===== src/rtl/mp_add_pkg.sv =====
`default_nettype none
// ============================================================================
//  Module      : mp_add_pkg
//  Description : Shared types and helpers for the multi-precision
//                add/subtract sequencer (state encoding, word-index width).
//  Revision    : 1.0 - initial release
// ============================================================================
package mp_add_pkg;

  // Sequencer states: waiting for an operand, stepping through the words,
  // holding the finished result until the consumer takes it.
  typedef enum logic [1:0] {
    IDLE = 2'd0,
    RUN  = 2'd1,
    DONE = 2'd2
  } mp_add_state_t;

  // Narrowest legal word-index register.
  localparam int unsigned C_IDX_W_MIN = 1;

  // Width of the word index for a given word count. A single-word operand
  // still needs a 1-bit index so the register and its compares stay legal.
  function automatic int unsigned idx_width(input int unsigned words);
    return (words > 1) ? $clog2(words) : C_IDX_W_MIN;
  endfunction

endpackage
`default_nettype wire


===== src/rtl/n_adder.sv =====
`default_nettype none
// ============================================================================
//  Module      : n_adder
//  Description : N-bit ripple adder slice with carry in and carry out.
//                Purely combinational.
//  Ports       : a, b   - N-bit addends
//                c_in   - carry into bit 0
//                s      - N-bit sum
//                c_out  - carry out of bit N-1
//  Revision    : 1.0 - initial release
// ============================================================================
module n_adder #(
  parameter int N = 8
) (
  input  logic [N-1:0] a,
  input  logic [N-1:0] b,
  input  logic         c_in,
  output logic [N-1:0] s,
  output logic         c_out
);

  // One extra bit catches the carry leaving the slice.
  logic [N:0] w_full;

  assign w_full = {1'b0, a} + {1'b0, b} + {{N{1'b0}}, c_in};
  assign s      = w_full[N-1:0];
  assign c_out  = w_full[N];

endmodule
`default_nettype wire


===== src/rtl/mp_add_seq.sv =====
`default_nettype none
// ============================================================================
//  Module      : mp_add_seq
//  Description : Multi-precision add/subtract sequencer. Computes a
//                WORDS*N-bit sum by time-sharing one N-bit adder slice over
//                WORDS cycles, least-significant word first, chaining the
//                carry through a register. Valid/ready on both sides.
//  Ports       : clk, rstn           - clock (rising edge), async active-low reset
//                in_valid/in_ready   - operand handshake (ready only in IDLE)
//                a, b                - W-bit operands
//                c_in                - carry into word 0
//                op_sub              - 1: add ~b instead of b
//                out_valid/out_ready - result handshake
//                sum, c_out, ovf     - W-bit result, final carry, signed overflow
//  Revision    : 1.0 - initial release
// ============================================================================
module mp_add_seq #(
  parameter int N     = 8,
  parameter int WORDS = 4
) (
  input  logic                 clk,
  input  logic                 rstn,
  input  logic                 in_valid,
  output logic                 in_ready,
  input  logic [N*WORDS-1:0]   a,
  input  logic [N*WORDS-1:0]   b,
  input  logic                 c_in,
  input  logic                 op_sub,
  output logic                 out_valid,
  input  logic                 out_ready,
  output logic [N*WORDS-1:0]   sum,
  output logic                 c_out,
  output logic                 ovf
);

  import mp_add_pkg::*;

  localparam int W  = N * WORDS;
  localparam int IW = idx_width(WORDS);

  localparam logic [IW-1:0] C_LAST_IDX = IW'(WORDS - 1);
  localparam logic [IW-1:0] C_IDX_ONE  = IW'(1);

  // --------------------------------------------------------------------------
  // State and datapath registers
  // --------------------------------------------------------------------------
  mp_add_state_t  r_state;
  logic [W-1:0]   r_a;
  logic [W-1:0]   r_b_eff;     // b already inverted for subtraction
  logic           r_carry;     // carry between words
  logic [IW-1:0]  r_idx;       // word currently being added
  logic [W-1:0]   r_sum;
  logic           r_c_out;
  logic           r_ovf;
  logic           r_out_valid;
  logic           r_in_ready;

  // --------------------------------------------------------------------------
  // Word select feeding the shared slice
  // --------------------------------------------------------------------------
  logic [N-1:0]   w_a_slice;
  logic [N-1:0]   w_b_slice;
  logic [N-1:0]   w_s;
  logic           w_c;
  logic           w_last;
  logic           w_ovf;

  // Explicit compare-and-select keeps every slice index constant, so the
  // mux is obvious to synthesis and never reads past the operand.
  always_comb begin
    w_a_slice = '0;
    w_b_slice = '0;
    for (int i = 0; i < WORDS; i++) begin
      if (r_idx == IW'(i)) begin
        w_a_slice = r_a[i*N +: N];
        w_b_slice = r_b_eff[i*N +: N];
      end
    end
  end

  n_adder #(
    .N (N)
  ) u_slice (
    .a     (w_a_slice),
    .b     (w_b_slice),
    .c_in  (r_carry),
    .s     (w_s),
    .c_out (w_c)
  );

  assign w_last = (r_idx == C_LAST_IDX);

  // Signed overflow: both operands share a sign and the final sign differs.
  // The top slice output carries the final sum sign on the last word.
  assign w_ovf  = (r_a[W-1] == r_b_eff[W-1]) && (w_s[N-1] != r_a[W-1]);

  // --------------------------------------------------------------------------
  // Sequencer
  // --------------------------------------------------------------------------
  always_ff @(posedge clk or negedge rstn) begin
    if (!rstn) begin
      r_state     <= IDLE;
      r_a         <= '0;
      r_b_eff     <= '0;
      r_carry     <= 1'b0;
      r_idx       <= '0;
      r_sum       <= '0;
      r_c_out     <= 1'b0;
      r_ovf       <= 1'b0;
      r_out_valid <= 1'b0;
      r_in_ready  <= 1'b0;
    end else begin
      case (r_state)
        IDLE: begin
          // Ready comes up on the first edge after reset release and
          // stays up until an operand is taken.
          r_in_ready <= 1'b1;
          if (in_valid && r_in_ready) begin
            r_a        <= a;
            r_b_eff    <= op_sub ? ~b : b;
            r_carry    <= c_in;
            r_idx      <= '0;
            r_in_ready <= 1'b0;
            r_state    <= RUN;
          end
        end

        RUN: begin
          for (int i = 0; i < WORDS; i++) begin
            if (r_idx == IW'(i)) begin
              r_sum[i*N +: N] <= w_s;
            end
          end
          r_carry <= w_c;
          if (w_last) begin
            r_c_out     <= w_c;
            r_ovf       <= w_ovf;
            r_out_valid <= 1'b1;
            r_idx       <= '0;
            r_state     <= DONE;
          end else begin
            r_idx <= r_idx + C_IDX_ONE;
          end
        end

        DONE: begin
          // Result registers hold their value past the handshake; only
          // valid drops. Ready returns with the move back to IDLE.
          if (out_ready) begin
            r_out_valid <= 1'b0;
            r_in_ready  <= 1'b1;
            r_state     <= IDLE;
          end
        end

        default: begin
          r_state     <= IDLE;
          r_out_valid <= 1'b0;
          r_in_ready  <= 1'b0;
        end
      endcase
    end
  end

  assign in_ready  = r_in_ready;
  assign out_valid = r_out_valid;
  assign sum       = r_sum;
  assign c_out     = r_c_out;
  assign ovf       = r_ovf;

endmodule
`default_nettype wire


===== config.mk =====
export PLATFORM = sky130hd
export DESIGN_NAME = mp_add_seq
export DESIGN_NICKNAME = d
export VERILOG_FILES = /design/src/rtl/mp_add_pkg.sv /design/src/rtl/n_adder.sv /design/src/rtl/mp_add_seq.sv
export SDC_FILE = /design/constraint.sdc
export NUM_CORES = 1
export LEC_CHECK = 0
export BUFFER_PORTS_ARGS = -buffer_cell sky130_fd_sc_hd__buf_2
export CORE_MARGIN = 2
export CORE_UTILIZATION = 51
export CTS_BUF_LIST = sky130_fd_sc_hd__clkbuf_8
export CTS_CLUSTER_DIAMETER = 150
export DETAILED_ROUTE_END_ITERATION = 7
export PLACE_DENSITY = 0.84
export SLEW_MARGIN = 20
export SYNTH_ARGS = -nofsm -noshare
export SYNTH_HDL_FRONTEND = slang
export SYNTH_SLANG_ARGS = --single-unit

===== constraint.sdc =====
create_clock -name clk -period 3 [get_ports clk]
set_input_delay 0.15 -clock clk [delete_from_list [all_inputs] [get_ports clk]]
set_output_delay 0.15 -clock clk [all_outputs]
set_load 0.05 [all_outputs]

==> results.rst <==
.. list-table::
   :header-rows: 1

   * - Metric
     - Value
   * - TritonCTS clock tree
     - built
   * - Gpl congestion
     - approximately 0.86
   * - Area of the core
     - 9640 um2
   * - Per-instance average area after synthesis
     - 9.69 um2
   * - Critical path required time
     - 3.25 ns
   * - Max-slew violation count
     - 0
   * - Number of enable-type register cells in the synthesized netlist
     - 0
   * - Crit path setup slack, layout
     - -0.110 ns
   * - FP Rows
     - 36
   * - Clock transition at the registers of the reported paths
     - 0.10 ns
   * - ANT nets after route
     - 0
   * - Antenna diode instance count
     - 0
   * - Critical-path top delay cell
     - fa_2
   * - Post-synth top flop
     - dfrtp_1
   * - First-pass GRT wire length
     - 19200 um
   * - Headroom to the max-slew limit
     - between 40% and 50%
   * - Violated checks
     - negative setup slack
   * - Detailed-routing iteration count for the pre-antenna-repair pass
     - 4
   * - Clock sink count
     - roughly 110
   * - Buffering stage count on the worst path with inverters included
     - 2
   * - Crit-path max cell delay
     - between 0.4 and 0.5 ns
   * - Filler cell count
     - ~700
   * - Synthesized instance count
     - 516
   * - Top cells by instance count after synthesis
     - dfrtp_1, nand2_1, a21oi_1, nor2_1, o21ai_0
   * - Class of the most critical setup path
     - register to register
   * - Post-detailed-routing wire length
     - around 12000 um
   * - Setup_tns
     - -0.953 ns
   * - Via count of the first global-routing pass
     - around 4100
   * - Initial antenna violation count
     - 0
   * - Clock Path Buffers
     - 2
   * - Die width
     - around 100 um
   * - Clk_skew
     - about 0.013 ns
   * - Transition at the pin with the smallest max-transition slack
     - roughly 0.84 ns
   * - Number of buffers inserted during clock tree synthesis
     - 9
   * - Routed wirelength normalized by instance count
     - 15.7 um
   * - Library cell with the largest summed area after synthesis
     - dfrtp_1
   * - Overall via count from detail_route
     - around 4300
   * - Family of cells with the greatest summed delay on the critical path
     - adder cells
   * - Area growth from synthesis to layout
     - 29.8%
   * - Worst hold-check path type
     - input port to register
   * - Top-level I/O count
     - around 110
   * - Number of nets in the synthesized netlist
     - 599
   * - Starting Density
     - 51.9%
   * - Cell types occupying the most area after synthesis
     - dfrtp_1, a21oi_1, xnor2_1
   * - Final setup violation count
     - 14
   * - Area of the mapped netlist
     - roughly 5000 um2
   * - Met3 track demand over resource in global routing
     - under 10%
   * - Number of flip-flops and latches in the synthesized netlist
     - approximately 110
   * - Arrival time at the worst endpoint
     - around 3.4 ns
   * - Seq/Total Area, Yosys
     - 52.5%
   * - Global-route track usage on met2
     - 38.9%
   * - Setup repair after global routing missed its margin
     - yes
   * - Most crowded layer after global routing
     - met2
   * - GR Layer Usage met1
     - around 31%
   * - Library cell with the highest instance count after synthesis
     - dfrtp_1
   * - Final layout net count
     - approximately 740
   * - Number of max-cap violations
     - 0
   * - Die height
     - about 100 um
   * - Synth warnings
     - 0
   * - Final Cycle Share
     - 104%
   * - Drt drc
     - 0
   * - GRT Overall Usage
     - around a quarter
   * - Critical path cell sequence
     - inv_2, buf_12, ha_4, nand2_4, nor2_4, a21oi_2, o21ai_1, mux2i_1, fa_2, fa_2, nor2b_1, o21a_1, o21ai_2, a21oi_2, xnor2_2, o21ai_1
   * - Worst Setup Start Kind
     - register
   * - Maximum operating frequency
     - 0.321 GHz
   * - Pre-CTS WS
     - -0.190 ns
   * - Outcome
     - complete, but fails checks
   * - Quantity of I/O buffers inserted on ports
     - ~110
   * - Root Driver
     - clkbuf_8
   * - Residual overflow from global routing
     - 0
   * - Share of Yosys cell area claimed by the top area cell type
     - between 50% and 60%
   * - H-tree depth
     - 3
   * - Sum of net half-perimeters after detailed placement
     - between 8000 and 9000 um
   * - Pin count of the biggest net entering global routing
     - around 100
   * - Starting DRC count in detailed routing
     - between 200 and 300
   * - Final min period
     - roughly 3.1 ns
   * - Die footprint
     - 10600 um2
   * - Share of flip-flops with an asynchronous set or reset
     - between 90% and 100%
   * - Ratio of cells with drive above 1 in the final layout
     - between 30% and 40%
   * - Hold violation count in the final report
     - 0
   * - Number of distinct library cells after synthesis
     - 34
   * - Clk_lat worst skew
     - 0.37 ns
   * - Via count normalized by instance count
     - 5.40
   * - Maximum net fanout on the critical path
     - 5
   * - Kind of end point of the critical path
     - register
state kept, by name (all words and copies together) (netlist names):
register   flops
sum           32
r_carry        1
in_ready       1
out_valid      1
r_state        2
r_idx          2
r_a           32
c_out          1
ovf            1
r_b_eff       32
what timing repair did:
| action | in CTS | in global routing |
|---|---|---|
| endpoints found under the setup margin | 11 | 19 |
| hold buffers | 13 | 4 |
| gates cloned | 1 | 2 |
| resized for setup | 22 | 39 |
| setup buffers | 2 | 4 |
| pin swaps | 5 | 18 |
| hold endpoints to repair | 63 | 4 |
layout make-up:
class,instances,area (um2),share of cell area [%]
Clock buffer,9,124,1.91
Clock inverter,7,87.6,1.35
Inverter,6,22.5,0.347
Multi-Input combinational cell,371,2370,36.4
Sequential cell,105,2630,40.5
Tap cell,133,166,2.56
Timing Repair Buffer,162,1100,16.9
worst paths after layout:
kind	startpoint	end	slack, ns	depth (start not counted)
max reg2reg	r_idx[1]$_DFFE_PN0P_	sum[30]$_DFFE_PN0P_	-0.11	16
min in group asynchronous	rstn	r_state[1]$_DFFE_PN0P_	0.34	2
min	a[16]	r_a[16]$_DFFE_PN0P_	0.003	2
max	r_idx[1]$_DFFE_PN0P_	sum[30]$_DFFE_PN0P_	-0.11	16
max in group asynchronous	rstn	r_b_eff[12]$_DFFE_PN0P_	1.84	3
min reg2reg	sum[20]$_DFFE_PN0P_	sum[20]$_DFFE_PN0P_	0.48	2
cell families (layout without fill, tap and decap cells):
family | after synthesis | count (layout) | share of synthesized area (%)
adders and majority gates | 13 | 13 | 3.55
xor gates and xnor gates | 37 | 37 | 6.48
DFF | 105 | 105 | 52.5
muxes | 34 | 34 | 7.61
and+or+nand+nor | 151 | 151 | 11.9
buffers and inverters | 40 | 184 | 3.20
AOI/OAI and AO/OA | 136 | 136 | 14.7
routing by layer:
layer | share of wire (%) | wire length [um]
met1 | 42 | 5280
met2 | 48 | 6000
met3 | 6.5 | 803
met4 | 2.9 | 367
met5 | 0 | 0
per-stage QoR:
| step | cell area (um2) | util [%] | instances | hold WS (ns) |
|---|---|---|---|---|
| after floorplan | 5020 | - | 516 | -0.146 |
| after global placement | 5860 | 60.8 | 752 | 0.211 |
| after detailed placement | 5860 | 60.8 | 752 | 0.223 |
| after CTS | 6290 | 65.2 | 784 | 0.00264 |
| after global routing | 6490 | 67.4 | 793 | 0.0000721 |
| final | 6490 | 67.4 | 793 | 0.00297 |
layout by cell type, fill, tap and decap left out, types with 4 or more instances in the layout:
cell and count:
buf_6 6, nor2_2 4, xnor2_1 33, a21oi_1 60
nand2_1 71, o21ai_0 30, buf_4 28, dfrtp_1 105
a21oi_2 7, ha_1 7, buf_12 5, mux2_2 15
mux2_1 17, o21ai_1 19, clkbuf_8 9, dlygate4sd3_1 17
buf_2 105, nor2_1 62, inv_1 4
Power is not shown: default switching activity piles up to over one toggle a cycle in this logic, so the estimate is an artifact.
